$ cat src/rtl/sr_seq_pkg.sv
// rtl/sr_seq_pkg.sv - shared encodings and helpers for the SR latch pulse sequencer
package sr_seq_pkg;

    localparam int CNT_W = 4;

    typedef enum logic [1:0] {
        OP_HOLD   = 2'b00,
        OP_RESET  = 2'b01,
        OP_SET    = 2'b10,
        OP_TOGGLE = 2'b11
    } op_t;

    typedef enum logic [1:0] {
        ST_IDLE  = 2'b00,
        ST_SETUP = 2'b01,
        ST_PULSE = 2'b10,
        ST_HOLD  = 2'b11
    } state_t;

    // Returns {set, reset}; never both high. Toggle from an unknown state falls back to reset.
    function automatic logic [1:0] resolve_op(input op_t op, input logic exp_valid, input logic exp_q);
        logic [1:0] sr;
        case (op)
            OP_SET:   sr = 2'b10;
            OP_RESET: sr = 2'b01;
            OP_HOLD:  sr = 2'b00;
            default:  sr = (exp_valid && !exp_q) ? 2'b10 : 2'b01;
        endcase
        return sr;
    endfunction

endpackage

$ cat src/rtl/sync_2ff.sv
// rtl/sync_2ff.sv - two-flop synchronizer for asynchronous latch feedback
module sync_2ff (
    input  logic clock,
    input  logic reset,
    input  logic d,
    output logic q
);

    logic meta;

    // Two-stage capture so the second flop sees a settled value.
    always_ff @(posedge clock or posedge reset) begin
        if (reset) begin
            meta <= 1'b0;
            q    <= 1'b0;
        end else begin
            meta <= d;
            q    <= meta;
        end
    end

endmodule

$ cat src/rtl/sr_latch_pulse_sequencer.sv
// rtl/sr_latch_pulse_sequencer.sv - timed set/reset/enable driver with latch readback check
module sr_latch_pulse_sequencer
    import sr_seq_pkg::*;
#(
    parameter int SETUP_CYCLES = 2,
    parameter int PULSE_CYCLES = 4,
    parameter int HOLD_CYCLES  = 2
) (
    input  logic       clock,
    input  logic       reset,
    input  logic       cmd_valid,
    input  logic [1:0] cmd_op,
    output logic       cmd_ready,
    output logic       latch_enable,
    output logic       latch_set,
    output logic       latch_reset,
    input  logic       latch_q,
    input  logic       latch_q_,
    output logic       expected_q,
    output logic       expected_valid,
    output logic       done,
    output logic       mismatch,
    output logic [7:0] cmd_count
);

    localparam logic [CNT_W-1:0] SETUP_LOAD = CNT_W'(SETUP_CYCLES - 1);
    localparam logic [CNT_W-1:0] PULSE_LOAD = CNT_W'(PULSE_CYCLES - 1);
    localparam logic [CNT_W-1:0] HOLD_LOAD  = CNT_W'(HOLD_CYCLES - 1);

    state_t           state;
    logic [CNT_W-1:0] cnt;
    logic             q_sync;
    logic             qn_sync;
    logic [1:0]       sr_next;
    logic             upd_q;
    logic             upd_valid;
    logic             check_fail;

    sync_2ff u_sync_q (
        .clock (clock),
        .reset (reset),
        .d     (latch_q),
        .q     (q_sync)
    );

    sync_2ff u_sync_qn (
        .clock (clock),
        .reset (reset),
        .d     (latch_q_),
        .q     (qn_sync)
    );

    assign cmd_ready = (state == ST_IDLE);
    assign sr_next   = resolve_op(op_t'(cmd_op), expected_valid, expected_q);

    // Expected latch state after the in-flight command completes; the held S/R encode the resolved op.
    always_comb begin
        upd_q     = expected_q;
        upd_valid = expected_valid;
        if (latch_set) begin
            upd_q     = 1'b1;
            upd_valid = 1'b1;
        end else if (latch_reset) begin
            upd_q     = 1'b0;
            upd_valid = 1'b1;
        end
    end

    // Readback is wrong if the rails are not complementary or disagree with a known expected state.
    always_comb begin
        check_fail = (qn_sync != ~q_sync) || (upd_valid && (q_sync != upd_q));
    end

    // Phase sequencer: data setup, enable pulse, data hold; all latch drives registered.
    always_ff @(posedge clock or posedge reset) begin
        if (reset) begin
            state          <= ST_IDLE;
            cnt            <= '0;
            latch_enable   <= 1'b0;
            latch_set      <= 1'b0;
            latch_reset    <= 1'b0;
            expected_q     <= 1'b0;
            expected_valid <= 1'b0;
            done           <= 1'b0;
            mismatch       <= 1'b0;
            cmd_count      <= 8'd0;
        end else begin
            done <= 1'b0;
            case (state)
                ST_IDLE: begin
                    if (cmd_valid) begin
                        latch_set   <= sr_next[1];
                        latch_reset <= sr_next[0];
                        cnt         <= SETUP_LOAD;
                        state       <= ST_SETUP;
                    end
                end
                ST_SETUP: begin
                    if (cnt == '0) begin
                        latch_enable <= 1'b1;
                        cnt          <= PULSE_LOAD;
                        state        <= ST_PULSE;
                    end else begin
                        cnt <= cnt - 1'b1;
                    end
                end
                ST_PULSE: begin
                    if (cnt == '0) begin
                        latch_enable <= 1'b0;
                        cnt          <= HOLD_LOAD;
                        state        <= ST_HOLD;
                    end else begin
                        cnt <= cnt - 1'b1;
                    end
                end
                ST_HOLD: begin
                    if (cnt == '0) begin
                        latch_set      <= 1'b0;
                        latch_reset    <= 1'b0;
                        expected_q     <= upd_q;
                        expected_valid <= upd_valid;
                        done           <= 1'b1;
                        cmd_count      <= cmd_count + 8'd1;
                        if (check_fail) begin
                            mismatch <= 1'b1;
                        end
                        state <= ST_IDLE;
                    end else begin
                        cnt <= cnt - 1'b1;
                    end
                end
                default: begin
                    state <= ST_IDLE;
                end
            endcase
        end
    end

endmodule

$ cat config.mk
export PLATFORM = sky130hd
export DESIGN_NAME = sr_latch_pulse_sequencer
export DESIGN_NICKNAME = d
export VERILOG_FILES = /design/src/rtl/sr_seq_pkg.sv /design/src/rtl/sync_2ff.sv /design/src/rtl/sr_latch_pulse_sequencer.sv
export SDC_FILE = /design/constraint.sdc
export NUM_CORES = 1
export LEC_CHECK = 0
export ABC_AREA = 1
export ABC_CLOCK_PERIOD_IN_PS = 3500
export BUFFER_PORTS_ARGS = -buffer_cell sky130_fd_sc_hd__buf_2
export CORE_ASPECT_RATIO = 0.8
export CORE_MARGIN = 1
export CORE_UTILIZATION = 59
export DETAILED_ROUTE_END_ITERATION = 7
export GPL_ROUTABILITY_DRIVEN = 0
export GPL_TIMING_DRIVEN = 0
export PLACE_DENSITY = 0.86
export SLEW_MARGIN = 10
export SYNTH_ARGS = -nofsm -noshare
export SYNTH_HDL_FRONTEND = slang
export SYNTH_SLANG_ARGS = --single-unit
$ cat constraint.sdc
create_clock -name clock -period 3.5 [get_ports clock]
set_input_delay 0.7 -clock clock [delete_from_list [all_inputs] [get_ports clock]]
set_output_delay 0.7 -clock clock [all_outputs]
set_load 0.05 [all_outputs]
==> key figures, run 1 <==
Global routing
  • Initial antenna violation count: 0
  • GRT Max-Usage Layer: met2
  • First-pass GRT wire length: ~4100 um
  • Largest net degree at the start of global routing: 26
  • Number of global-route vias before repair: around 960
  • Grt ovf: 0
  • GRT Overall Usage: 21.5%
  • GR Util met2: around two fifths
  • Met1 Use GR: approximately a quarter
  • Met3 Track Usage GR: 5.56%

Clocking
  • Number of CTS-inserted buffers: 3
  • CTS tree: built
  • Clock sinks: 25
  • Clock-pin slew on the worst setup and hold paths: roughly 0.14 ns
  • Clock tree root buffer cell: clkbuf_4
  • Clock Latency Late Sink: approximately 0.33 ns
  • PostCTS Resize Cnt: 0
  • Htree depth: 1
  • Hold_buf cts: 0
  • Post-CTS Setup Inserts: 0
  • Clock Path Buffers: 2

STA
  • RSZ-0062 raised after global routing: no
  • Fin. Hold Viols: 0
  • Slew Viols, Final: 0
  • Final setup TNS: 0 ns
  • Min Hold Slack: roughly 0.37 ns
  • Final worst-path cycle share: 59.1%
  • F_max: around 480 MHz
  • Setup Skew: around 0.0035 ns
  • Worst Max-Slew Pin Slew: 0.923 ns
  • Min cycle time layout: 2.07 ns
  • Setup Viol. Count Final: 0
  • Slew HR: 38.4%

Worst setup path
  • CP top delay family: flip-flops
  • Crit path required time: about 2.8 ns
  • Crit Path Class: reg2out
  • Biggest cell delay along the critical path: about 0.45 ns
  • WP data arrival: between 1 and 1.5 ns
  • Crit-path max FO: 4
  • CP Depth: 3
  • Critical path cell sequence: inv_1 -> ha_1 -> buf_2
  • Worst r2r path cells: 10
  • Worst path bufs/invs: 2
  • Worst setup SP type: register
  • Crit path max-delay cell type: dfrtp_1
  • CP Capture Type: output port

Drt
  • Vias: roughly 1100
  • Post-DRT Antenna Nets: 0
  • Drt initial violations: 29
  • Via density: roughly 5
  • DR WL/cell: 10.7 um
  • Pre-antenna DRT Iters: 4
  • Total routed wirelength: about 2400 um
  • Drt drc: 0

Finish
  • Max reg flops: 8
  • Post-layout nets: around 210
  • Top reg by flops: cmd_count
  • Final non-filler cell total: roughly 220
  • Largest regs: cmd_count (8), cnt (4), state (2)
  • Share of cells above drive strength 1: between 15 and 20%
  • Ant. Diodes: 0
  • Commonest non-fill, non-tap cells in the layout: 65 x nand2_1, 26 x inv_1, 25 x dfrtp_1
  • Fill cell count: 174
  • Most common cell after layout, fill and taps aside: nand2_1
  • Area Overhead vs Synth: 12.9%

Synth
  • Cell Area, Synth: 0.00134 sq mm
  • Number of distinct library cells after synthesis: 21
  • Main combinational cell family by area after synthesis: simple AND/OR/NAND/NOR gates
  • Post-Synth XOR/XNOR Area: approximately 2.6%
  • Compound-gate portion of the synthesized area: approximately 5.1%
  • Area leader, netlist: dfrtp_1
  • Adder-Cell Fraction of Synth Area: under 10%
  • Dominant cells by area after synthesis: dfrtp_1 47%, nand2_1 18%, inv_1 7.3%
  • Syn Nets: roughly 180
  • Sequential area share after synthesis: 46.7%
  • Synth Area per Inst: 7.88 sq um
  • Synth warnings: 0
  • Post-synthesis mux area share: 0%
  • Top-area cell type share of the netlist area: between 40% and 50%
  • Flops & latches, synth: 25
  • Post-Synth Simple-Gate Area: a little under a third
  • Syn Inst Count: 170

Power
  • Switching Share: a little over half
  • Power Total: between 1 and 1.5 mW
  • VDD IR max: roughly 0.67 mV
  • Flop pwr share: roughly a third
  • Pleak: roughly 0.88 nW
  • Part of the power in the clock network: about a tenth
  • NetSw: approximately 0.7 mW
  • Combinational share of power: a little under three fifths
  • Power per cell area: approximately 880 mW/mm^2
  • Cell Int Power: between 0.6 and 0.7 mW

Floorplanning
  • Area of the core: around 0.0022 sq mm
  • Num ports: 23
  • Die Ht: roughly 45 um
  • DIE WIDTH: 55.3 um
  • Row count: 15
  • Die ar.: roughly 0.0025 sq mm
  • Initial Utilization: between 60% and 70%

Flow run
  • Max-Cap Viols: 0

Min path
  • Hold Path Class: reg2reg
  • Worst hold path depth: 0

Placed design
  • DP Wirelength: between 1500 and 2000 um
  • Placed cells: between 200 and 250
  • Number of I/O port buffers: 22

Status
  • Status: finished clean
==> cell usage after synthesis (all sizes together) <==
cell type	count
nand3	15
dfrtp	25
o21ai	7
inv	28
nand3b	3
o21bai	1
nor2	8
nand4	2
o21a	1
buf	1
nand2	65
xnor2	1
a21oi	3
ha	7
xor2	3
==> per-stage QoR <==
stage	utilization [%]	worst slack, ns	area [sq um]
5_1_grt	70.1	1.33	1510
4_1_cts	70.1	1.42	1510
3_5_place_dp	68.6	1.81	1480
3_3_place_gp	68.6	1.86	1480
6_report	70.1	1.43	1510
2_1_floorplan	-	1.75	1340
==> path summary, 6_finish.rpt <==
path	start	slack [ns]	end
min in group asynchronous	reset	0.55	cmd_count[3]
max	state[0]	1.43	cmd_ready
max reg2reg	state[0]	1.93	cnt[2]
min reg2reg	u_sync_qn.meta	0.37	u_sync_qn.q
min	u_sync_qn.meta	0.37	u_sync_qn.q
max in group asynchronous	reset	2.39	state[0]
==> power by group through the flow <==
stage                     registers, mW  logic (mW)  clock network, mW
after global placement            0.439       0.725                  0
after global routing              0.453       0.831              0.153
after detailed placement          0.446       0.748                  0
after CTS                         0.440       0.752              0.144
final                             0.441       0.750              0.139
after floorplan                   0.600       0.437                  0
==> cell type report <==
cell class / instances / area (sq um) / area share, %
timing repair buffer: 22 / 110 / 7.28
clock inverter: 1 / 8.76 / 0.579
clock buffer: 3 / 22.5 / 1.49
sequential: 25 / 626 / 41.4
tap: 25 / 31.3 / 2.07
multi-input combinational: 116 / 598 / 39.5
buffer: 1 / 11.3 / 0.744
inverter: 28 / 105 / 6.95
==> kinds of logic after synthesis <==
| kind of cell | after synthesis |
|---|---|
| and+or+nand+nor | 93 |
| adders and majority gates | 7 |
| xor gates and xnor gates | 4 |
| buffers and inverters | 29 |
| DFF | 25 |
| AOI/OAI and AO/OA | 12 |
==> layer usage <==
layer	share of wire (%)	wire, um
met4	1.4	33
met5	0	0
met3	4.0	95
met1	46	1080
met2	49	1150
No activity file was read; power rests on OpenSTA's default activity.
==> inputs of run 2 (changes only) <==
--- a/config.mk
+++ b/config.mk
@@ -5,16 +5,16 @@
 export SDC_FILE = /design/constraint.sdc
 export NUM_CORES = 1
 export LEC_CHECK = 0
-export ABC_AREA = 1
-export ABC_CLOCK_PERIOD_IN_PS = 3500
+export ABC_AREA = 0
+export ABC_CLOCK_PERIOD_IN_PS = 2009
 export BUFFER_PORTS_ARGS = -buffer_cell sky130_fd_sc_hd__buf_2
 export CORE_ASPECT_RATIO = 0.8
 export CORE_MARGIN = 1
-export CORE_UTILIZATION = 59
+export CORE_UTILIZATION = 53
 export DETAILED_ROUTE_END_ITERATION = 7
 export GPL_ROUTABILITY_DRIVEN = 0
 export GPL_TIMING_DRIVEN = 0
-export PLACE_DENSITY = 0.86
+export PLACE_DENSITY = 0.8
 export SLEW_MARGIN = 10
 export SYNTH_ARGS = -nofsm -noshare
 export SYNTH_HDL_FRONTEND = slang
==> constraint.sdc (replaced) <==
create_clock -name clock -period 2.01 [get_ports clock]
set_input_delay 0.402 -clock clock [delete_from_list [all_inputs] [get_ports clock]]
set_output_delay 0.402 -clock clock [all_outputs]
set_load 0.05 [all_outputs]
==> key figures, run 2 <==
Status
  • Status: finished clean

Synth
  • Top-area cell type share of the netlist area: between 50% and 60%
  • Number of distinct library cells after synthesis: 27
  • Syn Nets: between 100 and 150
  • Cell Area, Synth: 0.00119 sq mm
  • Number of synthesized flops with an enable pin: 0
  • Synth Area per Inst: ~11 sq um
  • Sequential area share after synthesis: a little over half
  • Synth warnings: 0
  • Top cells by count, synth: 25 x dfrtp_1, 10 x nand2_1, 9 x nor2_1
  • Area leader, netlist: dfrtp_1
  • Syn Inst Count: ~110
  • Top FF cell, synth: dfrtp_1
  • Ys async rst share: between 90% and 100%
  • Top-count cell post-synth: dfrtp_1
  • Dominant cells by area after synthesis: dfrtp_1 53%, ha_1 7.4%, nand2_1 3.2%
  • Flops & latches, synth: 25

Worst setup path
  • Crit-path max FO: 8
  • Origin of the critical flop-to-flop path: state[0]
  • FF-to-FF setup slack: approximately 0.19 ns
  • CP Capture Type: output port
  • Crit Path Class: reg2out
  • Biggest cell delay along the critical path: 0.43 ns
  • Worst r2r path cells: 6
  • Crit path max-delay cell type: dfrtp_1
  • Crit path required time: ~1.6 ns
  • CP top delay family: flip-flops
  • WP data arrival: 1.45 ns
  • Critical path cell sequence: inv_1 -> ha_1 -> buf_2
  • Worst setup SP type: register
  • Reg2reg end: state[1]
  • Worst path bufs/invs: 2

Finish
  • Commonest non-fill, non-tap cells in the layout: 25 x dfrtp_1, 22 x buf_2, 10 x nand2_1
  • Top reg by flops: cmd_count
  • Share of cells above drive strength 1: between 20% and 30%
  • Fin util: roughly two thirds
  • Fin area: ~0.0014 sq mm
  • Most common cell after layout, fill and taps aside: dfrtp_1
  • Max reg flops: 8
  • Final non-filler cell total: between 150 and 200
  • Post-layout nets: between 100 and 150
  • Largest regs: cmd_count (8), cnt (4), state (2)
  • Fill cell count: 171
  • Area Overhead vs Synth: 14.0%
  • Ant. Diodes: 0

Power
  • Combinational share of power: between 50% and 60%
  • VDD IR max: approximately 1.2 mV
  • Pleak: roughly 0.66 nW
  • Flop pwr share: a little over a third
  • NetSw: between 1 and 1.5 mW
  • Switching Share: approximately half
  • Power per cell area: approximately 1700 mW/mm^2
  • Part of the power in the clock network: under 10%
  • Power Total: 2.26 mW
  • Cell Int Power: 1.17 mW

Clocking
  • PostCTS Resize Cnt: 0
  • Clock sinks: 25
  • CTS tree: built
  • Clock-pin slew on the worst setup and hold paths: about 0.13 ns
  • Hold_buf cts: 0
  • Post-CTS Setup Inserts: 0
  • Number of CTS-inserted buffers: 3
  • Clock Path Buffers: 2
  • Clock tree root buffer cell: clkbuf_4
  • Htree depth: 1
  • Clock Latency Late Sink: ~0.31 ns

Drt
  • Post-DRT Antenna Nets: 0
  • Drt drc: 0
  • DR WL/cell: ~12 um
  • Via density: ~5.4
  • Pre-antenna DRT Iters: 4
  • Drt initial violations: 19
  • Vias: ~850
  • Total routed wirelength: just under 2000 um

STA
  • Worst Max-Slew Pin Slew: about 0.9 ns
  • Min cycle time layout: ~1.9 ns
  • Slew Viols, Final: 0
  • Final worst-path cycle share: between 90% and 100%
  • Setup Viol. Count Final: 0
  • Slew HR: between 40% and 50%
  • Setup Skew: approximately 0.012 ns
  • Fin. Hold Viols: 0
  • Final setup TNS: 0 ns
  • F_max: 540 MHz
  • RSZ-0062 raised after global routing: no

Flow run
  • Max-Cap Viols: 0

Global routing
  • GRT Overall Usage: a little under a fifth
  • Initial antenna violation count: 0
  • Grt ovf: 0
  • First-pass GRT wire length: around 3300 um
  • Largest net degree at the start of global routing: 26
  • Number of global-route vias before repair: 777

Floorplanning
  • Initial Utilization: 59.6%
  • Row count: 14
  • Num ports: 23
  • DIE WIDTH: 55 um
  • Area of the core: 0.00200 sq mm
  • Die Ht: between 40 and 50 um
  • Die ar.: approximately 0.0024 sq mm

Min path
  • Hold Path Class: in2reg
  • Worst hold path depth: 1
  • Hold EP: u_sync_q.meta
  • Hold wc startpoint: latch_q

Placed design
  • Placed cells: around 150
  • Number of I/O port buffers: 22
  • Placed Instance Area: 0.00133 sq mm
  • DP Wirelength: approximately 1500 um
==> run 2: changes by cell type in the layout (fill, tap and decap cells not counted), moves of 3 or more <==
| cell | previous run | this run |
|---|---|---|
| nand3b_1 | 3 | 0 |
| nor3_1 | 0 | 4 |
| nand2_1 | 65 | 10 |
| xnor2_1 | 1 | 4 |
| nand3_1 | 14 | 0 |
| nor2b_1 | 0 | 5 |
| inv_1 | 26 | 8 |
| o21ai_1 | 3 | 0 |
| nor2_1 | 6 | 9 |
| mux2_2 | 0 | 3 |
==> run 2: logic make-up after synthesis <==
logic type | synth area share, %
simple gates | 17.4
flops | 52.5
compound gates | 10.5
buf+inv | 3.47
xor+xnor | 5.88
fa+ha+maj | 7.35
mux | 2.84
==> run 2: worst max path at each step <==
stage	start	endpoint	slack, ns	cells after the start
global route	state[0]	cmd_ready	0.03	3
floorplan	state[1]	latch_reset	0.14	5
finish	state[0]	cmd_ready	0.16	3
detailed placement	state[0]	state[1]	0.22	6
CTS	state[0]	cmd_ready	0.15	3
global placement	state[0]	state[1]	0.20	5
==> run 2: layout make-up <==
class,instances,area (sq um),area share [%]
plain buffers,1,11.3,0.829
clock buffers,4,26.3,1.94
inverters,8,30.0,2.21
multi-input cells,74,524,38.6
flip-flops and latches,25,626,46.1
well taps,24,30.0,2.21
repair buffers,22,110,8.11
==> run 2: routing by layer <==
| metal | track usage, % | part of all wire, % | vias up |
|---|---|---|---|
| li1 | - | - | 422 |
| met1 | 25.1 | 47 | 406 |
| met2 | 30.6 | 47 | 22 |
| met5 | 0 | 0 | - |
| met4 | 3.00 | 0.62 | 0 |
| met3 | 7.22 | 5.4 | 2 |
==> run 2: through the flow <==
stage / setup WS [ns] / hold WS [ns]
floorplan: 0.138 / 0.331
global placement: 0.202 / 0.332
detailed placement: 0.216 / 0.336
CTS: 0.151 / 0.179
global route: 0.0287 / 0.159
finish: 0.158 / 0.182
==> run 2: power groups by stage <==
stage	combinational, mW	sequential [mW]	clock (mW)
after floorplan	0.683	1.12	0
after global placement	1.21	0.817	0
after detailed placement	1.23	0.828	0
after CTS	1.23	0.818	0.218
after global routing	1.35	0.844	0.243
final	1.23	0.816	0.211
